### config.mk
export PLATFORM = sky130hd
export DESIGN_NAME = spi_frame_ctrl
export DESIGN_NICKNAME = d
export VERILOG_FILES = /design/src/rtl/spi_frame_ctrl.sv
export SDC_FILE = /design/constraint.sdc
export NUM_CORES = 1
export LEC_CHECK = 0
export ABC_AREA = 0
export BUFFER_PORTS_ARGS = -buffer_cell sky130_fd_sc_hd__buf_2
export CELL_PAD_IN_SITES_DETAIL_PLACEMENT = 1
export CELL_PAD_IN_SITES_GLOBAL_PLACEMENT = 1
export CORE_UTILIZATION = 45
export CTS_CLUSTER_DIAMETER = 200
export DETAILED_ROUTE_END_ITERATION = 10
export MAX_ROUTING_LAYER = met4
export PLACE_DENSITY_LB_ADDON = 0.3
export SYNTH_ARGS = -nofsm -noshare
export SYNTH_HDL_FRONTEND = slang
export SYNTH_SLANG_ARGS = --single-unit
### constraint.sdc
create_clock -name clk -period 2.7 [get_ports clk]
set_input_delay 0.54 -clock clk [delete_from_list [all_inputs] [get_ports clk]]
set_output_delay 0.54 -clock clk [all_outputs]
set_load 0.02 [all_outputs]
### src/rtl/spi_frame_ctrl.sv
`timescale 1ns/1ps
// ============================================================================
// spi_frame_ctrl
// ----------------------------------------------------------------------------
// Frame-level controller behind the SPI byte receiver of the RGBW controller.
// Decodes command frames delimited by cs_n and moves the four channel levels
// through three register sets:
//   staging -> shadow : masked copy at a clean frame end
//   shadow  -> active : at a clean frame end that carries the commit flag
// Partial, malformed or stalled frames are dropped as a whole. The active
// levels therefore never change part way through a frame.
//
// Command byte: [7:4] opcode, [3] commit, [2] unused, [1:0] channel (R,G,B,W)
//   0x1 WRITE_ALL (4 data bytes), 0x2 WRITE_ONE (1 data byte), 0x3 COMMIT.
//
// Optional feature: define CHECKSUM_EN to enable it. Each frame then carries
// one trailing byte, which is the XOR of the command byte and the data bytes.
//
// Ports
//   clk        in   1  system clock
//   reset      in   1  synchronous, active-high reset
//   cs_n       in   1  chip select (low = frame), already synchronised to clk
//   byte_rdy   in   1  one-cycle strobe: byte_data holds a received byte
//   byte_data  in   8  received byte
//   red/green/blue/white out 8  active channel levels
//   apply      out  1  one-cycle pulse when shadow is copied to active
//   frame_err  out  1  one-cycle pulse when a frame is discarded
//   busy       out  1  high whenever the frame FSM is not idle
// ============================================================================
module spi_frame_ctrl #(
    parameter int unsigned TIMEOUT_CYC = 1024,
    parameter logic [7:0]  RST_LEVEL   = 8'h00
) (
    input  logic       clk,
    input  logic       reset,
    input  logic       cs_n,
    input  logic       byte_rdy,
    input  logic [7:0] byte_data,
    output logic [7:0] red,
    output logic [7:0] green,
    output logic [7:0] blue,
    output logic [7:0] white,
    output logic       apply,
    output logic       frame_err,
    output logic       busy
);

    localparam int unsigned   TW      = $clog2(TIMEOUT_CYC + 1);
    localparam logic [TW-1:0] TMO_MAX = TW'(TIMEOUT_CYC);
    localparam logic [TW-1:0] TMO_ONE = TW'(1);

    localparam logic [3:0] OP_WR_ALL = 4'h1;
    localparam logic [3:0] OP_WR_ONE = 4'h2;
    localparam logic [3:0] OP_COMMIT = 4'h3;

    typedef enum logic [2:0] {
        S_IDLE     = 3'd0,
        S_CMD      = 3'd1,
        S_DATA     = 3'd2,
        S_WAIT_END = 3'd3,
        S_ERR      = 3'd4
`ifdef CHECKSUM_EN
        , S_CSUM   = 3'd5
`endif
    } state_t;

    // State entered once the payload is complete. With checksums enabled,
    // the trailing checksum byte is still to come at that point.
`ifdef CHECKSUM_EN
    localparam state_t S_TAIL = S_CSUM;
`else
    localparam state_t S_TAIL = S_WAIT_END;
`endif

    // ------------------------------------------------------------------
    // Registers
    // ------------------------------------------------------------------
    state_t          r_state;
    logic            r_cs_n_q;
    logic            r_armed;      // cs_n has been seen high since reset
    logic [TW-1:0]   r_tmo_cnt;
    logic            r_op_all;     // current frame is WRITE_ALL
    logic [1:0]      r_chan;
    logic            r_commit;
    logic [1:0]      r_dcnt;       // data bytes received so far (WRITE_ALL)
    logic [3:0][7:0] r_stage;
    logic [3:0]      r_mask;
    logic [3:0][7:0] r_shadow;
    logic [3:0][7:0] r_active;
    logic            r_apply;
    logic            r_frame_err;
`ifdef CHECKSUM_EN
    logic [7:0]      r_csum;
`endif

    // ------------------------------------------------------------------
    // Combinational control
    // ------------------------------------------------------------------
    state_t          w_eff_state;  // state with a start in this cycle folded in
    state_t          w_s1;         // state after this cycle's byte
    state_t          w_state_nxt;
    logic            w_start;
    logic            w_end;
    logic            w_counted;
    logic            w_tmo;
    logic            w_err;
    logic            w_update;
    logic            w_cmd_take;
    logic            w_data_take;
    logic            w_last;
    logic            w_commit_eff;
    logic [1:0]      w_idx;
    logic [3:0][7:0] w_stage_nxt;
    logic [3:0]      w_mask_wr;
    logic [3:0][7:0] w_shadow_nxt;

    // After a reset taken mid-frame, cs_n must be seen high before the next
    // falling edge is accepted as a frame start. Until then the tail of the
    // interrupted frame is ignored.
    assign w_start = r_armed & r_cs_n_q & ~cs_n;
    assign w_end   = ~r_cs_n_q & cs_n;
    assign w_tmo   = (r_tmo_cnt == TMO_MAX);
    assign w_last  = r_op_all ? (r_dcnt == 2'd3) : 1'b1;
    assign w_idx   = r_op_all ? r_dcnt : r_chan;

    // The commit flag arrives with the command byte. A one-byte frame can end
    // in the same cycle as that byte, so the flag is bypassed in that case.
    assign w_commit_eff = w_cmd_take
                        ? ((byte_data[7:4] == OP_COMMIT) | byte_data[3])
                        : r_commit;

    // Select the states in which the inter-byte timeout runs.
    always_comb begin
        w_counted = 1'b0;
        case (r_state)
            S_CMD:   w_counted = 1'b1;
            S_DATA:  w_counted = 1'b1;
`ifdef CHECKSUM_EN
            S_CSUM:  w_counted = 1'b1;
`endif
            default: w_counted = 1'b0;
        endcase
    end

    // Compute the next state. Order: start, then timeout or byte, then frame end.
    always_comb begin
        w_eff_state = r_state;
        w_s1        = r_state;
        w_state_nxt = r_state;
        w_err       = 1'b0;
        w_update    = 1'b0;
        w_cmd_take  = 1'b0;
        w_data_take = 1'b0;

        // A byte that arrives with the start is the command byte.
        if ((r_state == S_IDLE) && w_start) begin
            w_eff_state = S_CMD;
        end else begin
            w_eff_state = r_state;
        end

        if (w_counted && w_tmo) begin
            w_s1  = S_ERR;
            w_err = 1'b1;
        end else if (byte_rdy) begin
            case (w_eff_state)
                S_CMD: begin
                    w_cmd_take = 1'b1;
                    case (byte_data[7:4])
                        OP_WR_ALL: w_s1 = S_DATA;
                        OP_WR_ONE: w_s1 = S_DATA;
                        OP_COMMIT: w_s1 = S_TAIL;
                        default: begin
                            w_s1  = S_ERR;
                            w_err = 1'b1;
                        end
                    endcase
                end
                S_DATA: begin
                    w_data_take = 1'b1;
                    if (w_last) begin
                        w_s1 = S_TAIL;
                    end else begin
                        w_s1 = S_DATA;
                    end
                end
`ifdef CHECKSUM_EN
                S_CSUM: begin
                    if (byte_data == r_csum) begin
                        w_s1 = S_WAIT_END;
                    end else begin
                        w_s1  = S_ERR;
                        w_err = 1'b1;
                    end
                end
`endif
                S_WAIT_END: begin
                    // The frame has more bytes than its command allows.
                    w_s1  = S_ERR;
                    w_err = 1'b1;
                end
                default: w_s1 = w_eff_state;
            endcase
        end else begin
            w_s1 = w_eff_state;
        end

        // Frame end is evaluated after any byte in the same cycle has been counted.
        if (w_end) begin
            w_state_nxt = S_IDLE;
            case (w_s1)
                S_WAIT_END: w_update = 1'b1;
                S_DATA:     w_err    = 1'b1;
`ifdef CHECKSUM_EN
                S_CSUM:     w_err    = 1'b1;
`endif
                default:    w_update = 1'b0;
            endcase
        end else begin
            w_state_nxt = w_s1;
        end
    end

    // Merge this cycle's data byte into staging and build the shadow candidate.
    always_comb begin
        w_stage_nxt  = r_stage;
        w_mask_wr    = r_mask;
        w_shadow_nxt = r_shadow;

        if (w_start || w_err) begin
            w_mask_wr = 4'b0000;
        end else begin
            w_mask_wr = r_mask;
        end

        if (w_data_take) begin
            w_stage_nxt[w_idx] = byte_data;
            w_mask_wr[w_idx]   = 1'b1;
        end else begin
            w_stage_nxt = r_stage;
        end

        for (int i = 0; i < 4; i++) begin
            if (w_mask_wr[i]) begin
                w_shadow_nxt[i] = w_stage_nxt[i];
            end else begin
                w_shadow_nxt[i] = r_shadow[i];
            end
        end
    end

    // ------------------------------------------------------------------
    // Sequential logic
    // ------------------------------------------------------------------

    // FSM state register and cs_n edge-detect history.
    always_ff @(posedge clk) begin
        if (reset) begin
            r_state  <= S_IDLE;
            r_cs_n_q <= 1'b1;
            r_armed  <= 1'b0;
        end else begin
            r_state  <= w_state_nxt;
            r_cs_n_q <= cs_n;
            r_armed  <= r_armed | cs_n;
        end
    end

    // Saturating inter-byte timeout counter.
    always_ff @(posedge clk) begin
        if (reset) begin
            r_tmo_cnt <= '0;
        end else if (w_start || byte_rdy || !w_counted) begin
            r_tmo_cnt <= '0;
        end else if (r_tmo_cnt != TMO_MAX) begin
            r_tmo_cnt <= r_tmo_cnt + TMO_ONE;
        end else begin
            r_tmo_cnt <= r_tmo_cnt;
        end
    end

    // Fields latched from the command byte, plus the data byte counter.
    always_ff @(posedge clk) begin
        if (reset) begin
            r_op_all <= 1'b0;
            r_chan   <= 2'd0;
            r_commit <= 1'b0;
            r_dcnt   <= 2'd0;
        end else if (w_cmd_take) begin
            r_op_all <= (byte_data[7:4] == OP_WR_ALL);
            r_chan   <= byte_data[1:0];
            r_commit <= (byte_data[7:4] == OP_COMMIT) | byte_data[3];
            r_dcnt   <= 2'd0;
        end else if (w_data_take) begin
            r_dcnt   <= r_dcnt + 2'd1;
        end else begin
            r_dcnt   <= r_dcnt;
        end
    end

`ifdef CHECKSUM_EN
    // Running XOR over the command byte and the data bytes.
    always_ff @(posedge clk) begin
        if (reset) begin
            r_csum <= 8'h00;
        end else if (w_cmd_take) begin
            r_csum <= byte_data;
        end else if (w_data_take) begin
            r_csum <= r_csum ^ byte_data;
        end else begin
            r_csum <= r_csum;
        end
    end
`endif

    // Staging registers and write mask. The mask is dropped on error or after an update.
    always_ff @(posedge clk) begin
        if (reset) begin
            r_stage <= {4{RST_LEVEL}};
            r_mask  <= 4'b0000;
        end else begin
            r_stage <= w_stage_nxt;
            if (w_update) begin
                r_mask <= 4'b0000;
            end else begin
                r_mask <= w_mask_wr;
            end
        end
    end

    // Shadow and active levels plus the apply and frame_err pulses.
    always_ff @(posedge clk) begin
        if (reset) begin
            r_shadow    <= {4{RST_LEVEL}};
            r_active    <= {4{RST_LEVEL}};
            r_apply     <= 1'b0;
            r_frame_err <= 1'b0;
        end else begin
            r_frame_err <= w_err;
            r_apply     <= w_update & w_commit_eff;
            if (w_update) begin
                r_shadow <= w_shadow_nxt;
            end else begin
                r_shadow <= r_shadow;
            end
            if (w_update && w_commit_eff) begin
                r_active <= w_shadow_nxt;
            end else begin
                r_active <= r_active;
            end
        end
    end

    assign red       = r_active[0];
    assign green     = r_active[1];
    assign blue      = r_active[2];
    assign white     = r_active[3];
    assign apply     = r_apply;
    assign frame_err = r_frame_err;
    assign busy      = (r_state != S_IDLE);

endmodule

# [After elaboration in Yosys (flattened, before gate mapping)]
# Cells that the tools add are included.
[word_totals] wordCells=102 reg_bits=124 in_bits=12
[op_classes] n_addsub=2 n_eq_ne=13 n_bitwise=9 order_cmp=2 reduce_logical=17 n_mux=36
[op_table] op="8-bit two-way mux" count=5
[op_table] op="32-bit bitwise mux" count=1
[op_table] op="32-bit two-way mux" count=1
[op_table] op="1-bit two-way mux" count=18
[op_table] op="8-bit demux with 2-bit select" count=1
[op_table] op="3-bit by 2-bit == test with 1-bit output (second input constant)" count=5
[op_table] op="2-bit OR reduction" count=6
[op_table] op="11-bit by 1-bit adder with 11-bit output (second input constant)" count=1
[op_table] op="11-bit == test (second input constant)" count=1
[op_table] op="11-bit inequality test (second input constant)" count=1
[op_table] op="3-bit two-way mux" count=3
[op_table] op="3-bit one-hot mux with 3 select lines" count=1
[op_table] op="4-bit by 2-bit == test with 1-bit output (second input constant)" count=2
[op_table] op="4-bit two-way mux" count=2
[op_table] op="3-bit by 1-bit == test with 1-bit output (second input constant)" count=2
[op_table] op="3-bit one-hot mux with 2 select lines" count=1
[op_table] op="1-bit AND" count=4
[op_table] op="4-bit by 1-bit == test with 1-bit output (second input constant)" count=1
[op_table] op="1-bit logical AND" count=4
[op_table] op="4-bit bitwise OR" count=1
[op_table] op="3-bit logical NOT" count=1
[op_table] op="1-bit logical OR" count=3
[op_table] op="2-bit by 3-bit < comparator with 1-bit output (second input constant)" count=1
[op_table] op="3-bit nonzero test" count=1
[op_table] op="other kinds (10)" count=12

# [Longest topological paths before layout]
[logic_depth] ltp_word=16 depth_mapped=11 depth_no_buf=8

# [Worst setup path before layout]
# Ideal clock, no wire load.
[synth_path] path_kind="in2reg" from="input port cs_n" to="register r_shadow[16] in the netlist's numbering" path_buffers=1 setup_slack_ps=453 arrival_time_ps=2161 path_stages=8 t_required_ps=2614 path_cell_list="and3b_1 a221oi_2 o21bai_1 a211o_1 o21ai_2 clkbuf_1 a21oi_1 a211oi_1"
[synth_between] elab_chain_len=16 word_cells_on_any_way=29 cone_classes="5 x eq/ne; 18 x mux; 4 x bitwise; 2 x reduce/logical"
[synth_lines] item="from (decl)" line_no="36" source="input logic cs_n,"
[synth_lines] item="1-bit inverter" line_no="120" source="assign w_start = r_armed & r_cs_n_q & ~cs_n;"
[synth_lines] item="1-bit AND" line_no="120"
[synth_lines] item="1-bit logical AND" line_no="156" source="if ((r_state == S_IDLE) && w_start) begin"
[synth_lines] item="3-bit two-way mux" line_no="156"
[synth_lines] item="3-bit by 2-bit == test with 1-bit output or 3-bit by 1-bit == test with 1-bit output (tied branches)" line_no="166" source="case (w_eff_state)"
[synth_lines] item="3-bit one-hot mux with 3 select lines" line_no="166"
[synth_lines] item="3-bit two-way mux" line_no="165" source="end else if (byte_rdy) begin"
[synth_lines] item="3-bit two-way mux" line_no="162" source="if (w_counted && w_tmo) begin"
[synth_lines] item="3-bit by 2-bit == test with 1-bit output" line_no="211" source="case (w_s1)"
[synth_lines] item="1-bit two-way mux" line_no="211"
[synth_lines] item="1-bit two-way mux" line_no="209" source="if (w_end) begin"
[synth_lines] item="1-bit logical OR" line_no="230" source="if (w_start || w_err) begin"
[synth_lines] item="4-bit two-way mux" line_no="230"
[synth_lines] item="4-bit bitwise OR (no line)"
[synth_lines] item="4-bit two-way mux" line_no="236" source="if (w_data_take) begin"
[synth_lines] item="8-bit two-way mux" line_no="244" source="if (w_mask_wr[i]) begin"
[synth_lines] item="to (signal assigned)" line_no="334" source="r_shadow <= {4{RST_LEVEL}};"
[synth_lines] item="to (signal assigned)" line_no="342" source="r_shadow <= w_shadow_nxt;"
[synth_lines] item="to (signal assigned)" line_no="344" source="r_shadow <= r_shadow;"
[synth_lines] item="to (decl)" line_no="88" source="logic [3:0][7:0] r_shadow;"
# Parallel ways exist; a longest one is shown, timed or not.
# A chain may end at the register's enable or synchronous reset.

# [Worst setup path after layout]
[layout_path] from="register r_tmo_cnt[2]" to="register r_active, in the netlist green[1]"
[layout_between] elab_chain_len=11 word_cells_on_any_way=20 cone_classes="3 x eq/ne; 13 x mux; 1 x bitwise; 3 x reduce/logical"
[layout_lines] item="from (decl)" line_no="81" source="logic [TW-1:0] r_tmo_cnt;"
[layout_lines] item="from (signal assigned)" line_no="276" source="r_tmo_cnt <= r_tmo_cnt + TMO_ONE;"
[layout_lines] item="from (signal assigned)" line_no="278" source="r_tmo_cnt <= r_tmo_cnt;"
[layout_lines] item="11-bit == test *" line_no="122" source="assign w_tmo = (r_tmo_cnt == TMO_MAX);"
[layout_lines] item="1-bit logical AND *" line_no="162"
[layout_lines] item="3-bit two-way mux" line_no="162"
[layout_lines] item="3-bit by 2-bit == test with 1-bit output" line_no="211"
[layout_lines] item="1-bit two-way mux" line_no="211"
[layout_lines] item="1-bit two-way mux" line_no="209"
[layout_lines] item="1-bit logical OR" line_no="230"
[layout_lines] item="4-bit two-way mux" line_no="230"
[layout_lines] item="4-bit bitwise OR (no line)"
[layout_lines] item="4-bit two-way mux" line_no="236"
[layout_lines] item="8-bit two-way mux" line_no="244"
[layout_lines] item="to (signal assigned)" line_no="335" source="r_active <= {4{RST_LEVEL}};"
[layout_lines] item="to (signal assigned)" line_no="347" source="r_active <= w_shadow_nxt;"
[layout_lines] item="to (signal assigned)" line_no="349" source="r_active <= r_active;"
[layout_lines] item="to (decl)" line_no="89" source="logic [3:0][7:0] r_active;"
# Every way passes the cells marked *; elsewhere a longest branch is shown, timed or not.

==> run metrics <==
status=complete, no violations; post-synthesis sequential area ratio=48.0%; nets@finish=620; Worst EP arrival=2870 ps; row count=38; Period minus WS final=2540 ps; Syn Inst Count=561; startpoint types=flop; DRT Pass-1 Iters=4; Buffers on Ports=46; #FFs+latches synth=124; antenna fix cells=0; vias per inst=5.56; layout cells sized above 1=19.7%; overall die width=109 um; Starting Density=46.8%; Total Power=4.49 mW; CP endpoint kind=flop; CTS clk-pin slew, worst paths=60 ps; syn avg cell area=9.21 um2; clock sink count=124; total negative slack=0 ps; critical path class=flop to flop; Final ANT Viol Nets=0; Total GRT Usage=26.0%; HPWL Detailed=8860 um; RePlAce Congestion=0.840; P_leak=2.49 nW; synthesized area=5170 um2; core box area=11000 um2; Data required, critical path=3030 ps; Max clock buf depth=2; CTS H-tree lvls=4; setup violators final=0; worst-skew pair later-pin latency=430 ps; Setup Skew=8.63 ps; number of global-route vias before repair=4354; Yosys cell types=50; Hold WC Path Type=primary input to flop; CTS buffer count=17; fin crit share=94.0%; RSZ-0062 raised after global routing=no; Relative slew margins=54.3%; # hold bufs at CTS=0; Fin. Hold Viols=0; WL/cell=18.0 um; Die Height=109 um; total number of vias=4211; io pins=47; Root Driver=clkbuf_16; Top FF cell, synth=dfxtp_1; Async SR Flop Fraction=0%; Iter 0 DRT Violations=145; pin count of the biggest net entering global routing=60; CP max FO=24; VDD IR max=0.566 mV; full die area=11900 um2; initial antenna violation count=0; Post-synth EDFFs=0; GRT Residual Overflow=0; # DRC=0; Layout Utilization=56.4%; Max Cap Viol=0; setup bufs post-CTS=0; Syn-to-layout area delta=20.4%; CTS tree=yes; syn_nets=576; fmax=394 MHz; final WL=13600 um; warnings from Yosys=0; pwr/cell area=723 nW/um2; final max-slew violation count=0; worst-margin pin slew=686 ps; first-pass GRT wire length=22100 um
sequential cells by signal, indices dropped and copies added, names as in the netlist:
name       cells
green          8
r_mask         4
r_commit       1
r_stage       32
r_shadow      32
red            8
r_op_all       1
r_tmo_cnt     11
r_armed        1
blue           8
r_dcnt         2
r_cs_n_q       1
apply          1
frame_err      1
r_state        3
white          8
r_chan         2
cell usage after synthesis, drive strengths merged, types with 4 or more instances:
cell    number  area (um2)
a211oi      34         300
a21oi       38         190
and2        36         228
buf         16         106
clkbuf      23        86.3
dfxtp      124        2480
inv          8        30.0
mux2i       35         350
nand2       43         169
nand2b       6        37.5
nand3        8        40.0
nor2        94         353
nor2b        4        25.0
nor3         5        25.0
nor3b        5        37.5
o21ai        7        46.3
o31ai       32         255
xnor2        4        35.0
xor2         6        52.6
cell type report:
class | count | area (um2)
Inverter | 8 | 30.0
Clock inverter | 6 | 130
Multi-Input combinational cell | 390 | 2490
Fill cell | 1261 | 4810
Tap cell | 140 | 175
Timing Repair Buffer | 64 | 403
Clock buffer | 26 | 509
Sequential cell | 124 | 2480
metrics by stage:
| stage | worst slack, ps | instance area (um2) | hold WS, ps | cells |
|---|---|---|---|---|
| floorplan | 453 | 5170 | 465 | 561 |
| global placement | 185 | 5560 | 434 | 726 |
| detailed placement | 74.9 | 5560 | 439 | 726 |
| CTS | 79.4 | 6200 | 351 | 758 |
| global route | 18.8 | 6220 | 386 | 758 |
| finish | 162 | 6220 | 379 | 758 |
cells by family (layout without fill, tap and decap cells):
logic type / Yosys count / in the layout / synth area share, %
AND/OR/NAND/NOR: 217 / 217 / 20.7
AO/OA/AOI/OAI: 125 / 125 / 17.7
flip-flops: 124 / 124 / 48.0
buffers and inverters: 47 / 104 / 4.31
multiplexers: 35 / 35 / 6.78
XOR/XNOR: 10 / 10 / 1.69
adder cells (fa/ha/maj): 3 / 3 / 0.726
power by group:
part | internal, mW | switching [mW]
Clock | 1.66 | 0.789
Sequential | 1.84 | 0.0146
Combinational | 0.0618 | 0.121
worst max-delay path, stage by stage (launching register included):
cell      delay [ps]
dfxtp_1          380
nor4b_4          350
and4b_1          330
a211oi_2         120
or2_2            320
a21oi_2          520
buf_12           250
nand2_1           80
o31ai_1           70
layer usage:
layer | vias up | track usage, % | wire length (um)
met5 | - | - | 0
met4 | 0 | 11.4 | 267
met3 | 22 | 6.16 | 403
met2 | 74 | 44.7 | 6990
met1 | 2077 | 28.5 | 5950
li1 | 2038 | - | -
timing repair:
item | CTS | global route
hold endpoints to repair | 0 | 0
setup endpoints to repair | 0 | 26
resized for setup | 0 | 4
final timing paths:
path | startpoint | end | slack (ps) | cells after the start
max | r_tmo_cnt[2] | green[1] | 160 | 8
min reg2reg | white[5] | white[5] | 440 | 2
max reg2reg | r_tmo_cnt[2] | green[1] | 160 | 8
min | cs_n | r_cs_n_q | 380 | 2
cell usage in the layout, fill, tap and decap left out, types with 3 or more instances in the layout:
cell and instances:
buf_2 46, o31ai_2 3, nand3_1 8, dfxtp_1 124, ha_1 3, o21a_1 3, buf_12 3, a21oi_1 37
clkbuf_16 17, xnor2_1 4, a211oi_2 9, xor2_1 6, inv_1 8, o21ai_2 3, clkbuf_1 4, nor2b_1 4
nor3_1 5, a211oi_1 25, bufinv_16 4, nand2b_1 6, clkbuf_8 5, mux2i_1 35, buf_4 15, o31ai_1 29
o21ai_0 4, nor3b_1 5, nand2_1 40, nor2_1 94, and2_1 35, nand2_2 3
No activity file was read; power rests on OpenSTA's default activity.
